$ cat src/rtl/tmboc_epl_corr.sv
`default_nettype none
// ============================================================================
//  Module      : tmboc_epl_corr
//  Description : Early/prompt/late complex integrate-and-dump correlator for
//                the B1 pilot TMBOC channel, valid/ready dump interface.
//  Revision    : 1.0  initial release
// ============================================================================
module tmboc_epl_corr #(
  parameter int IN_WIDTH  = 16,
  parameter int ACC_WIDTH = 32,
  parameter int DUMP_CNT  = 1
) (
  input  logic                        rx_clk,
  input  logic                        rx_rst_n,
  input  logic                        rx_en,
  input  logic signed [IN_WIDTH-1:0]  rx_src_real,
  input  logic signed [IN_WIDTH-1:0]  rx_src_imag,
  input  logic                        rx_loc_tmbocE,
  input  logic                        rx_loc_tmbocP,
  input  logic                        rx_loc_tmbocL,
  input  logic                        rx_prn_sop,
  output logic signed [ACC_WIDTH-1:0] tx_ie,
  output logic signed [ACC_WIDTH-1:0] tx_qe,
  output logic signed [ACC_WIDTH-1:0] tx_ip,
  output logic signed [ACC_WIDTH-1:0] tx_qp,
  output logic signed [ACC_WIDTH-1:0] tx_il,
  output logic signed [ACC_WIDTH-1:0] tx_ql,
  output logic                        tx_valid,
  input  logic                        rx_ready,
  output logic                        tx_sat,
  output logic                        tx_lost
);

  localparam logic [0:0] c_IDLE  = 1'b0;
  localparam logic [0:0] c_ACCUM = 1'b1;

  localparam int c_CNT_W = (DUMP_CNT > 1) ? $clog2(DUMP_CNT) : 1;
  localparam logic [c_CNT_W-1:0] c_LAST = c_CNT_W'(DUMP_CNT - 1);

  localparam logic signed [IN_WIDTH-1:0]  c_IN_MIN  = {1'b1, {(IN_WIDTH-1){1'b0}}};
  localparam logic signed [IN_WIDTH-1:0]  c_IN_MAX  = {1'b0, {(IN_WIDTH-1){1'b1}}};
  localparam logic signed [ACC_WIDTH-1:0] c_ACC_MIN = {1'b1, {(ACC_WIDTH-1){1'b0}}};
  localparam logic signed [ACC_WIDTH-1:0] c_ACC_MAX = {1'b0, {(ACC_WIDTH-1){1'b1}}};

  logic signed [IN_WIDTH-1:0] r_s1_re;
  logic signed [IN_WIDTH-1:0] r_s1_im;
  logic [2:0]                 r_s1_rep;   // {L, P, E}
  logic                       r_s1_sop;
  logic                       r_s2_sop;

  logic [0:0]         r_state;
  logic [c_CNT_W-1:0] r_cnt;
  logic               r_sat;
  logic               r_valid;
  logic               r_tx_sat;
  logic               r_lost;

  logic w_start;
  logic w_run;
  logic w_dump;
  logic w_load;
  logic w_add;
  logic [5:0] w_clamp;
  logic signed [ACC_WIDTH-1:0] w_out [6];

  always_ff @(posedge rx_clk) begin
    if (!rx_rst_n) begin
      r_s1_re  <= '0;
      r_s1_im  <= '0;
      r_s1_rep <= '0;
      r_s1_sop <= 1'b0;
      r_s2_sop <= 1'b0;
    end else begin
      r_s1_re  <= rx_src_real;
      r_s1_im  <= rx_src_imag;
      r_s1_rep <= {rx_loc_tmbocL, rx_loc_tmbocP, rx_loc_tmbocE};
      r_s1_sop <= rx_prn_sop;
      r_s2_sop <= r_s1_sop;
    end
  end

  assign w_start = rx_en && (r_state == c_IDLE) && r_s2_sop;
  assign w_run   = rx_en && (r_state == c_ACCUM);
  assign w_dump  = w_run && r_s2_sop && (r_cnt == c_LAST);
  assign w_load  = w_start || w_dump;
  assign w_add   = w_run && !w_dump;

  // Lanes: 0=IE 1=QE 2=IP 3=QP 4=IL 5=QL
  for (genvar k = 0; k < 6; k++) begin : g_lane
    logic signed [IN_WIDTH-1:0]  w_x;
    logic                        w_rep;
    logic signed [IN_WIDTH-1:0]  w_neg;
    logic signed [ACC_WIDTH-1:0] w_prod_nxt;
    logic [ACC_WIDTH:0]          w_sum;
    logic signed [ACC_WIDTH-1:0] w_sat_val;
    logic signed [ACC_WIDTH-1:0] r_prod;
    logic signed [ACC_WIDTH-1:0] r_acc;
    logic signed [ACC_WIDTH-1:0] r_out;

    assign w_x        = (k % 2 == 0) ? r_s1_re : r_s1_im;
    assign w_rep      = r_s1_rep[k/2];
    assign w_neg      = (w_x == c_IN_MIN) ? c_IN_MAX : -w_x;
    assign w_prod_nxt = ACC_WIDTH'(w_rep ? w_x : w_neg);
    assign w_sum      = {r_acc[ACC_WIDTH-1], r_acc} + {r_prod[ACC_WIDTH-1], r_prod};
    assign w_clamp[k] = w_sum[ACC_WIDTH] ^ w_sum[ACC_WIDTH-1];
    assign w_sat_val  = w_sum[ACC_WIDTH] ? c_ACC_MIN : c_ACC_MAX;
    assign w_out[k]   = r_out;

    always_ff @(posedge rx_clk) begin
      if (!rx_rst_n) begin
        r_prod <= '0;
        r_acc  <= '0;
        r_out  <= '0;
      end else begin
        r_prod <= w_prod_nxt;
        // The sop sample opens a fresh sum rather than adding to the old one.
        if (w_load)
          r_acc <= r_prod;
        else if (w_add)
          r_acc <= w_clamp[k] ? w_sat_val : $signed(w_sum[ACC_WIDTH-1:0]);
        else
          r_acc <= '0;
        if (w_dump)
          r_out <= r_acc;
      end
    end
  end

  always_ff @(posedge rx_clk) begin
    if (!rx_rst_n) begin
      r_state  <= c_IDLE;
      r_cnt    <= '0;
      r_sat    <= 1'b0;
      r_valid  <= 1'b0;
      r_tx_sat <= 1'b0;
      r_lost   <= 1'b0;
    end else begin
      if (!rx_en) begin
        r_state <= c_IDLE;
        r_cnt   <= '0;
        r_sat   <= 1'b0;
      end else if (w_start) begin
        r_state <= c_ACCUM;
        r_cnt   <= '0;
        r_sat   <= 1'b0;
      end else if (w_dump) begin
        r_cnt   <= '0;
        r_sat   <= 1'b0;
      end else if (w_run) begin
        if (r_s2_sop)
          r_cnt <= r_cnt + c_CNT_W'(1);
        r_sat <= r_sat | (|w_clamp);
      end

      // A dump wins over an accept on the same edge so the new set stays valid.
      if (w_dump) begin
        r_valid  <= 1'b1;
        r_tx_sat <= r_sat;
        if (r_valid && !rx_ready)
          r_lost <= 1'b1;
      end else if (r_valid && rx_ready) begin
        r_valid <= 1'b0;
      end
    end
  end

  assign tx_ie    = w_out[0];
  assign tx_qe    = w_out[1];
  assign tx_ip    = w_out[2];
  assign tx_qp    = w_out[3];
  assign tx_il    = w_out[4];
  assign tx_ql    = w_out[5];
  assign tx_valid = r_valid;
  assign tx_sat   = r_tx_sat;
  assign tx_lost  = r_lost;

endmodule
`default_nettype wire

$ cat config.mk
export PLATFORM = sky130hd
export DESIGN_NAME = tmboc_epl_corr
export DESIGN_NICKNAME = d
export VERILOG_FILES = /design/src/rtl/tmboc_epl_corr.sv
export SDC_FILE = /design/constraint.sdc
export NUM_CORES = 1
export LEC_CHECK = 0
export CAP_MARGIN = 20
export CORE_UTILIZATION = 30
export CTS_CLUSTER_DIAMETER = 100
export DETAILED_ROUTE_END_ITERATION = 7
export DONT_BUFFER_PORTS = 1
export GPL_ROUTABILITY_DRIVEN = 0
export HOLD_SLACK_MARGIN = 0.06
export SETUP_SLACK_MARGIN = 0.5
export SLEW_MARGIN = 20
export SYNTH_ARGS = -nofsm -noshare
export SYNTH_HDL_FRONTEND = slang
export SYNTH_SLANG_ARGS = --single-unit
export TNS_END_PERCENT = 5
$ cat constraint.sdc
create_clock -name rx_clk -period 4.8 [get_ports rx_clk]
set_input_delay 0.96 -clock rx_clk [delete_from_list [all_inputs] [get_ports rx_clk]]
set_output_delay 0.96 -clock rx_clk [all_outputs]
set_load 0.005 [all_outputs]
Word-level counts from Yosys, hierarchy flattened. Index checks and enable logic that the tools add are counted.

Magnitude comparators: 0. Bitwise operators: 11. Add/sub/neg operators: 9. Equality and inequality tests: 2. Shifts and indexed selects: 0. $mul: 0. Divide/modulo/power cells: 0. Mux-type cells: 34. Reduce and logical (&&, ||, !) cells: 17.

Operator list (count): 32-bit two-way mux (30); 32-bit by 32-bit adder with 33-bit output (6); 16-bit == test (second input constant) (2); 16-bit two-way mux (2); 16-bit negator (2); 1-bit logical AND (8); 2-bit AND reduction (3); 6-bit OR reduction (1); 1-bit bitwise XOR (6); 1-bit NOT (4); 4-bit OR reduction (1); 1-bit zero test (2); 1-bit two-way mux (2); 2-bit nonzero test (1); 1-bit adder (second input constant) (1); 1-bit logical OR (1); 1-bit OR (1).

Word-level logic and storage cells: 102. Memory bits (read-only): 0. Bits in latches: 0. Input bits: 40. RAM bits: 0. Output and inout bits: 195. Memories kept: 0. Register bits: 619.

Logic depth before layout (Yosys ltp).
Depth in word-level cells: 7. Mapped depth: 13. Depth with buffers taken out: 12.

Worst setup path after synthesis. OpenSTA, ideal clock, no wires.

Path kind: register to register. Start: register g_lane[5].r_prod[0]. End: register g_lane[5].r_acc[22]. Arrival: 3269 ps. Setup slack: 1415 ps. Data required time: 4683 ps. Clock period less this slack: 3385 ps. Cell stages (with the launch flop): 14. Path buffers: 1. Library setup time: 117 ps. Path through: dfxtp_1 > ha_1 > fa_1 > a211oi_1 > nor3_1 > o31ai_1 > a21oi_1 > o31ai_2 > o31ai_2 > a2111oi_2 > a211oi_2 > o21ai_2 > buf_4 > nor2_1.

Longest elaborated chain between the ends: 5. Elaborated cells between the ends (all ways): 6. Classes of those cells: add/sub (1); mux (4); bitwise (1).

RTL lines: from (decl) (RTL line 96) `logic signed [ACC_WIDTH-1:0] r_prod;`; from (signal assigned) (RTL line 115) `r_prod <= w_prod_nxt;`; 32-bit by 32-bit adder with 33-bit output * (RTL line 104) `assign w_sum = {r_acc[ACC_WIDTH-1], r_acc} + {r_prod[ACC_WIDTH-1], r_prod};`; 32-bit two-way mux / 1-bit bitwise XOR (equally long branches) (RTL line 106, 105); 32-bit two-way mux * (RTL line 120) `r_acc <= w_clamp[k] ? w_sat_val : $signed(w_sum[ACC_WIDTH-1:0]);`; 32-bit two-way mux * (RTL line 119) `else if (w_add)`; 32-bit two-way mux * (RTL line 117) `if (w_load)`; to (signal assigned) (RTL line 118) `r_acc <= r_prod;`; to (signal assigned) (RTL line 120); to (decl) (RTL line 97) `logic signed [ACC_WIDTH-1:0] r_acc;`.

Mark *: on every way between the ends. The rest lies on a longest branch, timed or not. A chain may end at the register's enable or synchronous reset.

Worst setup path in the final report.
Start: register g_lane[1].r_prod[0]. End: register g_lane[1].r_acc[26].

Longest elaborated chain between the ends: 5. Elaborated cells between the ends (all ways): 6. Classes of those cells: add/sub (1); mux (4); bitwise (1).

RTL lines (RTL line): from (decl) (96); from (signal assigned) (115); 32-bit by 32-bit adder with 33-bit output * (104); 32-bit two-way mux / 1-bit bitwise XOR (equally long branches) (106, 105); 32-bit two-way mux * (120); 32-bit two-way mux * (119); 32-bit two-way mux * (117); to (signal assigned) (118); to (signal assigned) (120); to (decl) (97).

Marks and branches as above.

==> results.sh <==
export IMPL_drv_cap=0
export IMPL_crit_type="flip-flop to flip-flop"
export IMPL_grt_pass1_wl_um=130000
export IMPL_area_growth_pct=12.3
export IMPL_clk_latency_ns=0.65
export IMPL_wl_um=84100
export IMPL_first_pass_iters=5
export IMPL_holdWs_ns=0.443
export IMPL_ys_warn_count=0
export IMPL_layout_common_cells="nand2_1 (587), dfxtp_1 (520), a21boi_0 (347)"
export IMPL_hold_violations=0
export IMPL_antenna_found_initial=12
export IMPL_slew_viol_final=0
export IMPL_status="completed"
export IMPL_finalCriticalPeriod_ns=3.92
export IMPL_grt_overflow_total=0
export IMPL_critPathMostFrequentCell="a21oi_1"
export IMPL_max_slew_margin=0.263
export IMPL_grt_use_total=0.171
export IMPL_cpMaxStageDelayCell="o21ai_2"
export IMPL_peakVddDrop_uv=275
export IMPL_fp_row_count=112
export IMPL_postSynthCellCount=3412
export IMPL_wl_per_cell_um=18.2
export IMPL_yosysTopAreaCellShare=0.368
export IMPL_io_buffers=0
export IMPL_synth_largest_area_cell="dfxtp_1"
export IMPL_io_pins=235
export IMPL_hold_path_class="primary input to flip-flop"
export IMPL_setup_viol=0
export IMPL_mostFrequentLayoutCell="nand2_1"
export IMPL_cp_arrival_ns=4.41
export IMPL_cts_buffer_depth=3
export IMPL_async_reset_ff_frac=0
export IMPL_drc=0
export IMPL_synth_edf_count=0
export IMPL_grt_max_degree=463
export IMPL_synthTopCellsByArea="dfxtp_1 (37%), a21boi_0 (9.1%), ha_1 (8.5%)"
export IMPL_start_util=0.304
export IMPL_dp_hpwl_um=59200
export IMPL_via_count=23500
export IMPL_drtIter0Drc=1320
export IMPL_fin_crit_sh=0.816
export IMPL_max_freq_mhz=255
export IMPL_syn_area_mm2=0.0285
export IMPL_numClockSinks=523
export IMPL_skew_ns=0.0344
export IMPL_cpPeakStageDelay_ns=0.66
export IMPL_fin_nets=3565
export IMPL_core_mm2=0.0937
export IMPL_ff2ff_setup_slack_ns=0.88
export IMPL_critPathCapture="g_lane[1].r_acc[26]"
export IMPL_ant_nets=0
export IMPL_reg2reg_from="g_lane[1].r_prod[0]"
export IMPL_cp_cell_sequence="ha_1, fa_1, a21oi_1, o21ai_1, a2111oi_2, o31ai_1, a211oi_2, a21oi_2, o211ai_1, nand2_2, o21ai_2, a21oi_1"
export IMPL_leakage_nw=12.7
export IMPL_synth_distinct_cells=79
export IMPL_p_per_area_mw_per_mm2=336
export IMPL_rsz0062_at_grt="no"
export IMPL_grt_pass1_vias=22400
export IMPL_syn_area_per_cell_um2=8.35
export IMPL_end_kind="flip-flop"
export IMPL_path_buf_inv=0
export IMPL_die_area_mm2=0.0962
export IMPL_cts_root_buffer="clkbuf_16"
export IMPL_synth_ff_type="dfxtp_1"
export IMPL_timing_rr_end="g_lane[1].r_acc[26]"
export IMPL_cts_buffers=61
export IMPL_die_x_um=310
export IMPL_cts_tree="built"
export IMPL_ys_seq_area_frac=0.368
export IMPL_critical_path_required_ns=5.29
export IMPL_clkSlewWorstSetupHoldPaths_ns=0.07
export IMPL_ys_seq_elements=523
export IMPL_syn_nets=3652
export IMPL_die_y_um=310
export IMPL_hold_start="rx_src_imag[15]"
export IMPL_crit_start="g_lane[1].r_prod[0]"
export IMPL_via_per_inst=5.09
export IMPL_finalSetupTns_ns=0
export IMPL_startpoint_type="flip-flop"
export IMPL_critPathTopFamily="compound AO/OA/AOI/OAI gates"
export IMPL_h_tree_depth=2
export IMPL_r2r_cells=12
export IMPL_layout_drive_gt1_share=0.0563
export IMPL_cp_max_fo=16
export IMPL_worst_path_stages=12
export IMPL_tightest_slew_ns=1.10
[worst min path at each step]
| stage | end | slack, ns | cells after the start |
|---|---|---|---|
| finish | g_lane[1].w_x[15] | 0.44 | 1 |
| global route | r_s1_rep[2] | 0.41 | 1 |
| CTS | r_s1_rep[2] | 0.39 | 1 |
| detailed placement | g_lane[1].r_acc[8] | 0.45 | 2 |
| global placement | g_lane[1].r_acc[10] | 0.45 | 2 |
| floorplan | r_s2_sop | 0.41 | 1 |
[final cells by class]
class | count | area (µm²)
fillers | 9703 | 61800
multi-input cells | 2660 | 17200
flip-flops and latches | 523 | 10500
clock buffers | 81 | 1770
well taps | 1254 | 1570
clock inverters | 30 | 548
repair buffers | 32 | 278
inverters | 47 | 176
diodes | 2 | 5.00
[where the power goes]
part | leakage [nW] | switching (W) | internal, W
clock | 1.12 | 0.00196 | 0.00338
combinational | 7.28 | 0.000462 | 0.000362
sequential | 4.25 | 0.000132 | 0.00444
total | 12.7 | 0.00256 | 0.00818
[routing by layer]
layer  share of wire  vias up  GRT usage
li1                -    12000          -
met1            0.45    11000      0.220
met2            0.46      415      0.280
met3           0.057      130     0.0392
met4           0.032       14     0.0574
met5          0.0011        -          0
[synthesized netlist by cell type, types with 5 or more instances]
cell      number
a211o_1       47
a211oi_1      27
a21boi_0     347
a21boi_1       6
a21o_1       108
a21oi_1      238
a221o_1        7
a221oi_1       5
a31oi_1       19
and2_1        73
and3_1        18
buf_2         11
clkbuf_1     167
dfxtp_1      523
fa_1           6
ha_1         194
inv_1         47
mux2i_1       13
nand2_1      587
nand2b_1      27
nand3_1       48
nand4_1       16
nor2_1       133
nor2b_1       27
nor3_1        32
nor3b_1        5
nor4_1         7
o211a_1       11
o211ai_1      16
o21a_1        36
o21ai_0      283
o21ai_1        6
o21bai_1      21
o221a_2       11
o221ai_1       6
o22ai_1        5
o311a_1        5
o31a_1         6
o31ai_1       11
or2_2          9
or3_1          8
or4_1          5
xnor2_1      104
xor2_1        65
[cells by family after synthesis]
group	Yosys count	synth area share
fa+ha+maj	200	0.0894
mux	13	0.00457
xor+xnor	171	0.0531
flops	523	0.368
buf+inv	229	0.0308
simple gates	1014	0.158
compound gates	1262	0.296
[stage by stage]
step                 util  std cells  worst slack (ns)  total power [W]  area (µm²)
global route        0.341       4627             0.522           0.0112       32000
finish              0.341       4629             0.882           0.0107       32000
CTS                 0.341       4626             0.733           0.0109       32000
detailed placement  0.316       4515             0.769          0.00549       29600
floorplan               -       3412              1.41          0.00529       28500
global placement    0.316       4515             0.859          0.00548       29600
[registers in the layout, indices dropped and copies added, names as in the netlist, 3 cells and up]
register,cells
tx_qe,32
tx_ql,32
g_lane.r_prod,96
g_lane.w_x,32
tx_il,32
tx_ie,32
g_lane.r_acc,192
tx_ip,32
tx_qp,32
r_s1_rep,3
[repair_timing]
item / CTS / global route
setup buffers: 0 / 0
resized for setup: 0 / 1
hold buffers: 0 / 0
setup endpoints to repair: 0 / 16
[worst register-to-register path: cells and delay by family, from the launching register on]
| family | cells | cell delay [ns] |
|---|---|---|
| compound gates | 9 | 2.59 |
| fa+ha+maj | 2 | 0.65 |
| flops | 1 | 0.31 |
| simple gates | 1 | 0.23 |
(Power assumes the default switching activity.)
